**src/rtl/alu_issuer.sv**
```systemverilog
// Initiator for a combinational ALU: issues registered operands,
// waits a settle time, samples ans and returns it over valid/ready.
module alu_issuer #(
  parameter int unsigned DW     = 4,
  parameter int unsigned CW     = 2,
  parameter int unsigned OPW    = 2,
  parameter int unsigned SETTLE = 1,
  parameter int unsigned CNT_W  = 8
) (
  input  logic             clk,
  input  logic             reset,
  input  logic             cmd_valid,
  output logic             cmd_ready,
  input  logic [DW-1:0]    cmd_a,
  input  logic [DW-1:0]    cmd_b,
  input  logic [CW-1:0]    cmd_c,
  input  logic [OPW-1:0]   cmd_op,
  output logic [DW-1:0]    alu_a,
  output logic [DW-1:0]    alu_b,
  output logic [CW-1:0]    alu_c,
  output logic [OPW-1:0]   alu_op,
  input  logic [DW-1:0]    alu_ans,
  output logic             rsp_valid,
  input  logic             rsp_ready,
  output logic [DW-1:0]    rsp_data,
  output logic [OPW-1:0]   rsp_op,
  output logic             rsp_err,
  output logic [CNT_W-1:0] done_cnt
);

  // 0 behaves as 1; values above 15 do not fit the counter
  localparam int unsigned SET_E =
    (SETTLE < 1) ? 1 : ((SETTLE > 15) ? 15 : SETTLE);
  localparam logic [3:0] CNT_INIT = 4'(SET_E - 1);
  // a single-cycle window has no earlier sample to compare
  localparam logic CHK = (SET_E >= 2);

  typedef enum logic [1:0] {
    IDLE = 2'd0,
    WAIT = 2'd1,
    RESP = 2'd2
  } state_t;

  state_t           state_q;
  logic [3:0]       cnt_q;
  logic [3:0]       cnt_d;
  logic [DW-1:0]    prev_q;
  logic [DW-1:0]    a_q;
  logic [DW-1:0]    b_q;
  logic [CW-1:0]    c_q;
  logic [OPW-1:0]   op_q;
  logic             rv_q;
  logic [DW-1:0]    rd_q;
  logic [OPW-1:0]   rop_q;
  logic             rerr_q;
  logic             err_d;
  logic [CNT_W-1:0] done_q;
  logic [CNT_W-1:0] done_d;
  logic             acc;
  logic             hs;

  // ready comes from the state register alone
  assign cmd_ready = (state_q == IDLE);
  assign acc       = cmd_valid && cmd_ready;
  assign hs        = rv_q && rsp_ready;

  // next values for the counters and the stability flag
  always_comb begin
    cnt_d  = cnt_q - 4'd1;
    done_d = done_q + CNT_W'(1);
    err_d  = CHK && (alu_ans != prev_q);
  end

  // transaction FSM with registered outputs
  always_ff @(posedge clk) begin
    if (reset) begin
      state_q <= IDLE;
      cnt_q   <= '0;
      prev_q  <= '0;
      a_q     <= '0;
      b_q     <= '0;
      c_q     <= '0;
      op_q    <= '0;
      rv_q    <= 1'b0;
      rd_q    <= '0;
      rop_q   <= '0;
      rerr_q  <= 1'b0;
      done_q  <= '0;
    end else begin
      unique case (state_q)
        IDLE: begin
          if (acc) begin
            a_q     <= cmd_a;
            b_q     <= cmd_b;
            c_q     <= cmd_c;
            op_q    <= cmd_op;
            cnt_q   <= CNT_INIT;
            state_q <= WAIT;
          end
        end
        WAIT: begin
          prev_q <= alu_ans;
          if (cnt_q != 4'd0) begin
            cnt_q <= cnt_d;
          end else begin
            rd_q    <= alu_ans;
            rop_q   <= op_q;
            rerr_q  <= err_d;
            rv_q    <= 1'b1;
            state_q <= RESP;
          end
        end
        RESP: begin
          if (hs) begin
            rv_q    <= 1'b0;
            done_q  <= done_d;
            state_q <= IDLE;
          end
        end
        default: begin
          state_q <= IDLE;
        end
      endcase
    end
  end

  assign alu_a     = a_q;
  assign alu_b     = b_q;
  assign alu_c     = c_q;
  assign alu_op    = op_q;
  assign rsp_valid = rv_q;
  assign rsp_data  = rd_q;
  assign rsp_op    = rop_q;
  assign rsp_err   = rerr_q;
  assign done_cnt  = done_q;

endmodule

```
**config.mk**
```make
export PLATFORM = sky130hd
export DESIGN_NAME = alu_issuer
export DESIGN_NICKNAME = d
export VERILOG_FILES = /design/src/rtl/alu_issuer.sv
export SDC_FILE = /design/constraint.sdc
export NUM_CORES = 1
export LEC_CHECK = 0
export CORE_UTILIZATION = 45
export CTS_BUF_LIST = sky130_fd_sc_hd__clkbuf_4
export DETAILED_ROUTE_END_ITERATION = 16
export PLACE_DENSITY = 0.8
export SETUP_SLACK_MARGIN = 0.05
export SLEW_MARGIN = 20
export SYNTH_ARGS = -nofsm -noshare
export SYNTH_HDL_FRONTEND = slang
export SYNTH_SLANG_ARGS = --single-unit
```
**constraint.sdc**
```tcl
create_clock -name clk -period 2.6 [get_ports clk]
set_input_delay 0.39 -clock clk [delete_from_list [all_inputs] [get_ports clk]]
set_output_delay 0.39 -clock clk [all_outputs]
set_load 0.05 [all_outputs]
```
### Word level (Yosys, flattened, before mapping)

Index checks and enable logic that the tools add are counted.

* $add $sub $neg: 2
* equality and inequality tests: 6
* multiplexer cells: 10
* bitwise logic cells: 1
* reduce and logical (&&, ||, !) cells: 12

Operators with widths (number)
* 3-bit AND reduction: 3
* 8-bit by 1-bit adder with 8-bit output (second input constant): 1
* 4-bit two-way mux: 2
* 4-bit case mux with 2 select lines: 1
* 2-bit two-way mux: 3
* 2-bit inequality test (second input constant): 3
* 2-bit case mux with 3 select lines: 1
* 2-bit AND reduction: 3
* 2-bit nonzero test: 2
* 4-bit nonzero test: 1
* 4-bit by 1-bit subtractor with 4-bit output (second input constant): 1
* 2-bit by 1-bit == test with 1-bit output (second input constant): 1
* 2-bit == test (second input constant): 1
* 1-bit logical AND: 2
* 2-bit logical NOT: 1
* 1-bit two-way mux: 2
* 2-bit by 1-bit inequality test with 1-bit output (second input constant): 1
* 1-bit case mux with 2 select lines: 1
* 1-bit inverter: 1

* flip-flop bits (word level): 33
* input bits: 20
* output and inout bits: 29
* logic and storage cells: 41

### Depth between registers and ports, before layout

Gate-level depths: netlist (run 1).

* word-level depth: 4
* mapped depth: 6
* mapped depth without buffers: 5

### Worst setup path before layout (run 1)

Ideal clock, no wire load.

* path type: register to register
* start: reg rv_q (netlist: rsp_valid)
* end: reg done_q[7] (netlist: done_cnt[7])
* setup time: 0.121 ns
* arrival: 1.644 ns
* data required time: 2.479 ns
* path slack: 0.835 ns
* stages on the path, launching flop included: 5
* buffers on the path: 1
* period minus slack after synthesis: 1.765 ns
* cells stage by stage: dfxtp_1 nand4b_4 buf_2 nor4_2 mux2_2

* word-level cells in the longest chain between the ends: 2

RTL lines
* start, declared: line 52 `logic rv_q;`
* start signal, assigned: line 84 `rv_q <= 1'b0;`
* start signal, assigned: line 109 `rv_q <= 1'b1;`
* start signal, assigned: line 115 `rv_q <= 1'b0;`
* 1-bit logical AND: line 65 `assign hs = rv_q && rsp_ready;`
* 2-bit AND reduction (no line)
* end signal, assigned: line 116 `done_q <= done_d;`
* end, declared: line 57 `logic [CNT_W-1:0] done_q;`

No other way between the ends.
A chain may end at the register's enable or synchronous reset.

### Worst setup path after layout (run 1)

* start: reg state_q[1]
* end: out cmd_ready

* word-level cells in the longest chain between the ends: 1

RTL lines
* start, declared: line 44 `state_t state_q;`
* start signal, assigned: line 77 `state_q <= IDLE;`
* start signal, assigned: line 98 `state_q <= WAIT;`
* start signal, assigned: line 110 `state_q <= RESP;`
* 2-bit logical NOT: line 63 `assign cmd_ready = (state_q == IDLE);`
* end, declared: line 13 `output logic cmd_ready,`

No other way between the ends.

==> impl_metrics.ini, run 1 <==
[route]
vias = 1342
detail_route.wl_per_cell_um = 13.04
remaining_drc_errors = 0
route.detailed.vias_per_inst = 5.283
drt_iter0_drc = 23
finalWirelength_mm = 3.312
drt.antenna.violating_nets = 0
drtPass1Iterations = 4

[timing]
tightest_slew_ns = 0.8617
min_period_over_period_pct = 88.90
total_of_endpoints_with_negative_setup_slack_in_the_final_report = 0
min_period_ns = 2.311
summed_negative_setup_slack_over_all_endpoints_ns = 0
finalHoldViolations = 0
finalClockSkew_ns = 0.01244
timing.slew.headroom_pct = 42.30
final-max-slew-violation-count = 0
clock.fmax_ghz = 0.4327
rsz_0062_raised_after_global_routing = no

[grt]
via_count_of_the_first_global_routing_pass = 1334
grt_start_max_net_pins = 26
grt_pass1_wl_mm = 5.644
global_route.usage.total_pct = 21.77
grt_overflow = 0
grt_antenna_before_repair = 0

[place]
numPortBuffers = 47
place_congestion = 0.7865
dp_hpwl_mm = 2.387

[worst_setup_path]
worstRegToRegCells = 3
category_of_the_critical_setup_timing_path = reg2out
crit_fanout = 22
critPathArrivalTime_ns = 1.92
r2r-end = done_cnt[7]
regToRegStartpoint = state_q[1]
cp_data_required_time_ns = 2.21
cp-start-kind = register
r2r_setup_slack_ns = 0.74
critPathCaptureType = output port

[synth]
synth_top_cell_by_area = sky130_fd_sc_hd__dfxtp_1
synth.cells.most_frequent = sky130_fd_sc_hd__dfxtp_1 (33), sky130_fd_sc_hd__a21oi_1 (28), sky130_fd_sc_hd__nand2_1 (28)
synth_cell_type_count = 35
synth_edf_count = 0
synth.yosys.seq_area_share_pct = 46.15
mappedNetlistArea_um2 = 1431
synth_flop_cell = sky130_fd_sc_hd__dfxtp_1
ys_async_sr_fraction_pct = 0
ys_seq_elements = 33
ys_top_cells_by_area = sky130_fd_sc_hd__dfxtp_1 (46%), sky130_fd_sc_hd__a21oi_1 (9.8%), sky130_fd_sc_hd__nand2_1 (7.3%)
syn_inst = 165
syn_avg_cell_area_um2 = 8.675
yosys_synthesis_warning_count = 0
synthesis.nets = 188
synth_top_cell_area_share_pct = 46.15
synthMostInstantiatedCell = sky130_fd_sc_hd__dfxtp_1

[final_layout]
share_of_layout_cells_above_drive_strength_1_pct = 7.619
nNetsFinal = 232
nFillCells = 262
final_core_util_pct = 66.53
antenna_cells_inserted = 0
areaGrowthSynthToFinish_pct = 40.73

[power_and_ir_drop]
static-leakage-power_nw = 0.7204
vdd.ir_drop.worst_mv = 0.5229
power_density_over_the_cells_nw_per_um2 = 837.7

[clock_network]
cts_sinks = 33
post_cts.repair.setup_buffers = 0
cts.htree.levels = 2
ctsRootBufferMaster = sky130_fd_sc_hd__clkbuf_4
post_cts_hold_buffer_count = 0
cts-buffers-inserted = 5
clk_transition_reported_paths_ns = 0.10
cts_resized = 0
clock_latency_ns = 0.33
clock_tree.buffer_depth = 2
cts_tree = done

[flow_run]
drv_cap = 0

[floorplan]
fp-row-count = 20
num_io_pins = 49
initial_core_util_pct = 47.27
die_outline_area_um2 = 3411
die_w_um = 58.40
design.core.area_um2 = 3028
floorplan.die.height_um = 58.40

[hold_path]
timing.hold.worst.class = reg2reg
worst_hold_startpoint = alu_a[3]
whs_path_depth = 2
timing.hold.worst_endpoint = alu_a[3]

[status]
outcome = finished, final reports clean
-- cells in the final DEF (no fill, tap or decap), types with 2 or more instances in the layout --
| cell type | n |
|---|---|
| sky130_fd_sc_hd__clkdlybuf4s50_1 | 47 |
| sky130_fd_sc_hd__a211oi_1 | 2 |
| sky130_fd_sc_hd__nor2_1 | 4 |
| sky130_fd_sc_hd__o21ai_0 | 9 |
| sky130_fd_sc_hd__nand3b_1 | 6 |
| sky130_fd_sc_hd__clkbuf_4 | 5 |
| sky130_fd_sc_hd__bufinv_16 | 2 |
| sky130_fd_sc_hd__ha_1 | 3 |
| sky130_fd_sc_hd__or4_1 | 8 |
| sky130_fd_sc_hd__buf_4 | 2 |
| sky130_fd_sc_hd__a21oi_1 | 28 |
| sky130_fd_sc_hd__dfxtp_1 | 33 |
| sky130_fd_sc_hd__inv_1 | 7 |
| sky130_fd_sc_hd__o31ai_1 | 5 |
| sky130_fd_sc_hd__or3_1 | 2 |
| sky130_fd_sc_hd__nand2_1 | 28 |
-- sequential cells by signal, indices dropped and copies added (netlist names) --
register	cells
alu_a	4
alu_op	2
rsp_data	4
rsp_op	2
done_cnt	8
rsp_valid	1
alu_b	4
cnt_q	4
alu_c	2
state_q	2
-- per-layer routing --
| metal | vias to the layer above | global-route usage (%) | routed length [um] |
|---|---|---|---|
| met1 | 630 | 21.96 | 1371 |
| met4 | 0 | 10.88 | 47 |
| li1 | 667 | - | - |
| met2 | 40 | 41.05 | 1695 |
| met3 | 5 | 5.714 | 197 |
| met5 | - | 0 | 0 |
-- area by class of cell --
class | instances | area (um^2) | share of cell area (%)
clock inverter | 3 | 65.06 | 3.230
timing repair buffer | 49 | 485.5 | 24.10
multi-input combinational | 113 | 684.4 | 33.98
clock buffer | 5 | 37.54 | 1.863
sequential | 33 | 660.6 | 32.80
inverter | 7 | 26.28 | 1.304
tap | 44 | 55.05 | 2.733
-- worst max-delay path by stage --
stage / startpoint / end / slack, ns / depth (start not counted)
floorplan: rsp_valid / done_cnt[7] / 0.84 / 4
global placement: rsp_ready / done_cnt[7] / 0.68 / 4
detailed placement: rsp_ready / done_cnt[7] / 0.61 / 4
CTS: state_q[1] / cmd_ready / 0.28 / 2
global route: state_q[1] / cmd_ready / 0.18 / 2
finish: state_q[1] / cmd_ready / 0.29 / 2
-- critical path: stages (launching register included) --
cell and delay [ns]:
sky130_fd_sc_hd__dfxtp_1 0.76, sky130_fd_sc_hd__nor2_1 0.11, sky130_fd_sc_hd__clkdlybuf4s50_1 0.72
-- report_power, final --
group	total [mW]	switching (mW)	internal (mW)
registers	0.651	0.0796	0.572
clock network	0.468	0.171	0.298
logic	0.568	0.348	0.220
total	1.69	0.598	1.09
-- stage by stage --
| step | power [mW] | instance area [um^2] | hold slack, ns | cells | setup slack, ns |
|---|---|---|---|---|---|
| after global routing | 1.781 | 2014 | 0.4891 | 254 | 0.1808 |
| after CTS | 1.700 | 2014 | 0.4648 | 254 | 0.2807 |
| after global placement | 1.203 | 1912 | 0.4415 | 246 | 0.6840 |
| final | 1.688 | 2014 | 0.4611 | 254 | 0.2887 |
| after floorplan | 1.050 | 1431 | 0.4660 | 165 | 0.8353 |
| after detailed placement | 1.229 | 1912 | 0.4498 | 246 | 0.6051 |
-- kinds of logic (layout without fill, tap and decap cells) --
| group | after synthesis | in the layout | synth area share [%] |
|---|---|---|---|
| and+or+nand+nor | 60 | 60 | 25.09 |
| muxes | 2 | 2 | 1.486 |
| DFF | 33 | 33 | 46.15 |
| other | 1 | 1 | 0.2620 |
| buffers and inverters | 19 | 64 | 6.031 |
| AOI/OAI and AO/OA | 46 | 46 | 17.74 |
| adders and majority gates | 3 | 3 | 2.623 |
| xor gates and xnor gates | 1 | 1 | 0.6120 |
Power figures use the tool's default switching activity.
==> run 2, diff against run 1 <==
--- a/config.mk
+++ b/config.mk
@@ -9,6 +9,7 @@
 export CTS_BUF_LIST = sky130_fd_sc_hd__clkbuf_4
 export DETAILED_ROUTE_END_ITERATION = 16
 export PLACE_DENSITY = 0.8
+export RECOVER_POWER = 50
 export SETUP_SLACK_MARGIN = 0.05
 export SLEW_MARGIN = 20
 export SYNTH_ARGS = -nofsm -noshare
==> run 2 against run 1 <==
Against the previous run:
- sequential power shrank 0.8%
- cell area shrank 1.2%
- critical endpoint unchanged
- critical path type unchanged
- highest routed layer unchanged
- wire length grew 1.4%
- setup slack gained 0.046 ns
- worst hold slack lost 0.0035 ns
- clock power is essentially flat
==> impl_metrics.ini, run 2 (same netlist as run 1, synthesis figures left out) <==
[route]
vias = 1336
drt.antenna.violating_nets = 0
route.detailed.vias_per_inst = 5.260
detail_route.wl_per_cell_um = 13.22
drtPass1Iterations = 4
drt_iter0_drc = 28
finalWirelength_mm = 3.358
remaining_drc_errors = 0

[grt]
grt_start_max_net_pins = 26
global_route.usage.total_pct = 21.77
grt_antenna_before_repair = 0
grt_overflow = 0
via_count_of_the_first_global_routing_pass = 1334
grt_pass1_wl_mm = 5.644

[clock_network]
clock_latency_ns = 0.34
cts_tree = done
clk_transition_reported_paths_ns = 0.10
cts_resized = 0
post_cts_hold_buffer_count = 0
ctsRootBufferMaster = sky130_fd_sc_hd__clkbuf_4
cts.htree.levels = 2
post_cts.repair.setup_buffers = 0
cts-buffers-inserted = 5
cts_sinks = 33
clock_tree.buffer_depth = 2

[hold_path]
timing.hold.worst.class = reg2reg
worst_hold_startpoint = alu_a[3]

[flow_run]
drv_cap = 0

[floorplan]
num_io_pins = 49
die_w_um = 58.40
floorplan.die.height_um = 58.40
design.core.area_um2 = 3028
initial_core_util_pct = 47.27
fp-row-count = 20
die_outline_area_um2 = 3411

[final_layout]
nNetsFinal = 232
postLayoutCellArea_um2 = 1989
most_frequent_cells_in_the_layout = sky130_fd_sc_hd__clkdlybuf4s50_1 (45), sky130_fd_sc_hd__dfxtp_1 (33), sky130_fd_sc_hd__nand2_1 (28), sky130_fd_sc_hd__a21oi_1 (28), sky130_fd_sc_hd__o21ai_0 (9)
antenna_cells_inserted = 0
share_of_layout_cells_above_drive_strength_1_pct = 6.190
final_common_cell = sky130_fd_sc_hd__clkdlybuf4s50_1
areaGrowthSynthToFinish_pct = 38.99
largest_register_ff_count = 8

[timing]
final-max-slew-violation-count = 0
rsz_0062_raised_after_global_routing = no
finalClockSkew_ns = 0.01321
clock.fmax_ghz = 0.4414
fin_worst_hold_slack_ns = 0.4576
min_period_over_period_pct = 87.13
timing.final.ws_setup_ns = 0.3347
finalHoldViolations = 0
total_of_endpoints_with_negative_setup_slack_in_the_final_report = 0
tightest_slew_ns = 0.8697
summed_negative_setup_slack_over_all_endpoints_ns = 0
min_period_ns = 2.265
timing.slew.headroom_pct = 41.77

[power_and_ir_drop]
p_total_mw = 1.671
power_density_over_the_cells_nw_per_um2 = 840.1
static-leakage-power_nw = 0.7016
vdd.ir_drop.worst_mv = 0.5197

[worst_setup_path]
cp_data_required_time_ns = 2.21
category_of_the_critical_setup_timing_path = reg2out
critPathArrivalTime_ns = 1.88
regToRegStartpoint = state_q[1]
critPathCaptureType = output port
crit_fanout = 22
cp-start-kind = register
delay_contributed_by_the_slowest_stage_of_the_critical_path_ns = 0.72
worst_setup_path_startpoint = state_q[1]
crit_chain = nor2_1 -> clkdlybuf4s50_1
slowest_stage = sky130_fd_sc_hd__clkdlybuf4s50_1

[place]
place_ws_ns = 0.6051
dp_hpwl_mm = 2.387
place_congestion = 0.7865
numPortBuffers = 47
dpl_cell_area_um2 = 1912

[status]
outcome = finished, final reports clean
## run 2: path summary, 6_finish.rpt
check / endpoint / slack, ns / cells past startpoint
worst max-delay path: cmd_ready / 0.33 / 2
worst min-delay path: alu_a[3] / 0.46 / 2
worst max register to register: done_cnt[7] / 0.39 / 3
worst min register to register: alu_a[3] / 0.46 / 2
## run 2: routing by layer
layer	GRT usage, %	part of all wire, %	vias up
met5	0	0	-
met4	10.88	1.7	0
met3	5.714	6.0	8
met2	41.05	50	43
met1	21.96	42	617
li1	-	-	668
## run 2: worst max-delay path: cells and delay by family, from the launching register on
kind | cells | cell delay (ns)
buf+inv | 1 | 0.72
flops | 1 | 0.71
simple gates | 1 | 0.11
## run 2: power by group
part           total, mW  internal [mW]  switching (mW)
Sequential         0.646          0.572          0.0740
Clock              0.469          0.298           0.172
Combinational      0.556          0.208           0.348
## run 2: cell type report
class | count | area, um^2
multi-input cells | 113 | 663.1
fillers | 266 | 1039
well taps | 44 | 55.05
inverters | 7 | 26.28
clock buffers | 5 | 37.54
flip-flops and latches | 33 | 660.6
clock inverters | 3 | 65.06
repair buffers | 49 | 481.7
## run 2: per-stage QoR
stage,cells,utilization (%)
after floorplan,165,-
after global placement,246,63.14
after CTS,254,66.53
after global routing,254,65.70
final,254,65.70
after detailed placement,246,63.14
==> run 3, diff against run 2 <==
--- a/config.mk
+++ b/config.mk
@@ -5,8 +5,11 @@
 export SDC_FILE = /design/constraint.sdc
 export NUM_CORES = 1
 export LEC_CHECK = 0
+export ABC_CLOCK_PERIOD_IN_PS = 2600
+export CORE_ASPECT_RATIO = 0.6
 export CORE_UTILIZATION = 45
 export CTS_BUF_LIST = sky130_fd_sc_hd__clkbuf_4
+export CTS_CLUSTER_SIZE = 30
 export DETAILED_ROUTE_END_ITERATION = 16
 export PLACE_DENSITY = 0.8
 export RECOVER_POWER = 50
==> run 3 against run 2 <==
Against the previous run:
- die area rose by 0.21%
- critical endpoint unchanged
- clock skew is 0.0063 ns lower
- critical path type unchanged
- sequential share of layout area shrank 0.21 points
==> impl_metrics.ini, run 3 (same netlist as run 1, synthesis figures left out) <==
[clock_network]
clock_tree.buffer_depth = 2
post_cts_hold_buffer_count = 0
cts_resized = 0
post_cts.repair.setup_buffers = 0
clock_latency_ns = 0.35
ctsRootBufferMaster = sky130_fd_sc_hd__clkbuf_4
cts.htree.levels = 2
cts-buffers-inserted = 5
clk_transition_reported_paths_ns = 0.10
cts_sinks = 33
cts_tree = done

[floorplan]
design.core.area_um2 = 2947
num_io_pins = 49
fp-row-count = 15
initial_core_util_pct = 48.58
die_outline_area_um2 = 3418
floorplan.die.height_um = 45.69
die_w_um = 74.81

[timing]
min_period_over_period_pct = 81.15
rsz_0062_raised_after_global_routing = no
total_of_endpoints_with_negative_setup_slack_in_the_final_report = 0
finalClockSkew_ns = 0.006882
tightest_slew_ns = 0.5971
timing.slew.headroom_pct = 59.98
final-max-slew-violation-count = 0
finalHoldViolations = 0
clock.fmax_ghz = 0.4740
summed_negative_setup_slack_over_all_endpoints_ns = 0
min_period_ns = 2.110
fin_worst_hold_slack_ns = 0.4601

[worst_setup_path]
slowest_stage = sky130_fd_sc_hd__clkdlybuf4s50_1
worst-path-buf-inv = 1
critPathArrivalTime_ns = 1.72
critPathCaptureType = output port
cp_data_required_time_ns = 2.21
delay_contributed_by_the_slowest_stage_of_the_critical_path_ns = 0.83
cpLargestDelayFamily = buffers and inverters
category_of_the_critical_setup_timing_path = reg2out
cp-start-kind = register
crit_fanout = 9
crit_chain = nor2_1 -> clkdlybuf4s50_1

[flow_run]
drv_cap = 0

[final_layout]
antenna_cells_inserted = 0
nNetsFinal = 234
final_common_cell = sky130_fd_sc_hd__clkdlybuf4s50_1
nFillCells = 235
areaGrowthSynthToFinish_pct = 39.86
postLayoutCellArea_um2 = 2002
share_of_layout_cells_above_drive_strength_1_pct = 7.075
most_frequent_cells_in_the_layout = sky130_fd_sc_hd__clkdlybuf4s50_1 (47), sky130_fd_sc_hd__dfxtp_1 (33), sky130_fd_sc_hd__nand2_1 (28), sky130_fd_sc_hd__a21oi_1 (28), sky130_fd_sc_hd__o21ai_0 (9)
largest_register_ff_count = 8

[route]
finalWirelength_mm = 3.759
route.detailed.vias_per_inst = 5.303
detail_route.wl_per_cell_um = 14.80
drt_iter0_drc = 84
remaining_drc_errors = 0
vias = 1347
drt.antenna.violating_nets = 0
drtPass1Iterations = 4

[grt]
grt_start_max_net_pins = 35
via_count_of_the_first_global_routing_pass = 1246
grt_overflow = 0
global_route.usage.total_pct = 23.71
grt_pass1_wl_mm = 5.727
grt_antenna_before_repair = 0

[place]
dpl_cell_area_um2 = 1924
place_congestion = 0.7623
numPortBuffers = 47
dp_hpwl_mm = 2.621

[power_and_ir_drop]
static-leakage-power_nw = 0.7063
vdd.ir_drop.worst_mv = 0.4624
internal_power_mw = 1.087
total_switching_power_mw = 0.6220
share_clk_of_total_power_pct = 28.6
power_density_over_the_cells_nw_per_um2 = 853.7
power_switching_share_pct = 36.40
pwr-share-seq_pct = 36.6
logic_gate_share_of_total_power_pct = 34.8

[status]
outcome = finished, final reports clean

[hold_path]
timing.hold.worst.class = reg2reg
run 3: changes by cell type in the layout (fill, tap and decap cells not counted), sizes merged:
| cell | before | now |
|---|---|---|
| buf | 1 | 3 |
| clkdlybuf4s50 | 45 | 47 |
| dlygate4sd3 | 2 | 0 |
run 3: path summary, 6_finish.rpt:
kind | from | end | slack (ns) | cells past startpoint
worst min register to register | alu_a[2] | alu_a[2] | 0.46 | 2
worst max-delay path | state_q[0] | cmd_ready | 0.49 | 2
worst max register to register | state_q[1] | done_cnt[5] | 0.60 | 4
worst min-delay path | alu_a[2] | alu_a[2] | 0.46 | 2
run 3: power groups by stage:
stage	clock network, mW	logic, mW	registers [mW]
after floorplan	0	0.280	0.770
after global placement	0	0.584	0.637
after detailed placement	0	0.605	0.640
after CTS	0.490	0.608	0.629
after global routing	0.515	0.628	0.635
final	0.489	0.595	0.625
run 3: cell type report:
type | count | area (um^2) | area share (%)
sequential | 33 | 660.6 | 33.00
inverter | 7 | 26.28 | 1.313
clock buffer | 5 | 37.54 | 1.875
timing repair buffer | 51 | 496.7 | 24.81
clock inverter | 3 | 65.06 | 3.250
tap | 42 | 52.55 | 2.625
multi-input combinational | 113 | 663.1 | 33.13
run 3: per-stage QoR:
step / total power [mW] / util, % / worst slack [ns] / cells
floorplan: 1.050 / - / 0.8353 / 165
global placement: 1.221 / 65.31 / 0.7048 / 246
detailed placement: 1.246 / 65.31 / 0.6527 / 246
CTS: 1.727 / 68.79 / 0.4802 / 254
global route: 1.778 / 67.94 / 0.4226 / 254
finish: 1.709 / 67.94 / 0.4902 / 254
run 3: per-layer routing:
metal	share of wire, %	global-route usage (%)	vias up
met5	0	0	-
met4	1.5	10.19	0
met3	5.3	8.407	7
met2	48	38.38	35
met1	45	28.94	638
li1	-	-	667
run 3: worst min-delay path, cell delays in order (launching register included):
cell	delay [ns]
sky130_fd_sc_hd__dfxtp_1	0.32
sky130_fd_sc_hd__nand2_1	0.05
sky130_fd_sc_hd__a21oi_1	0.05
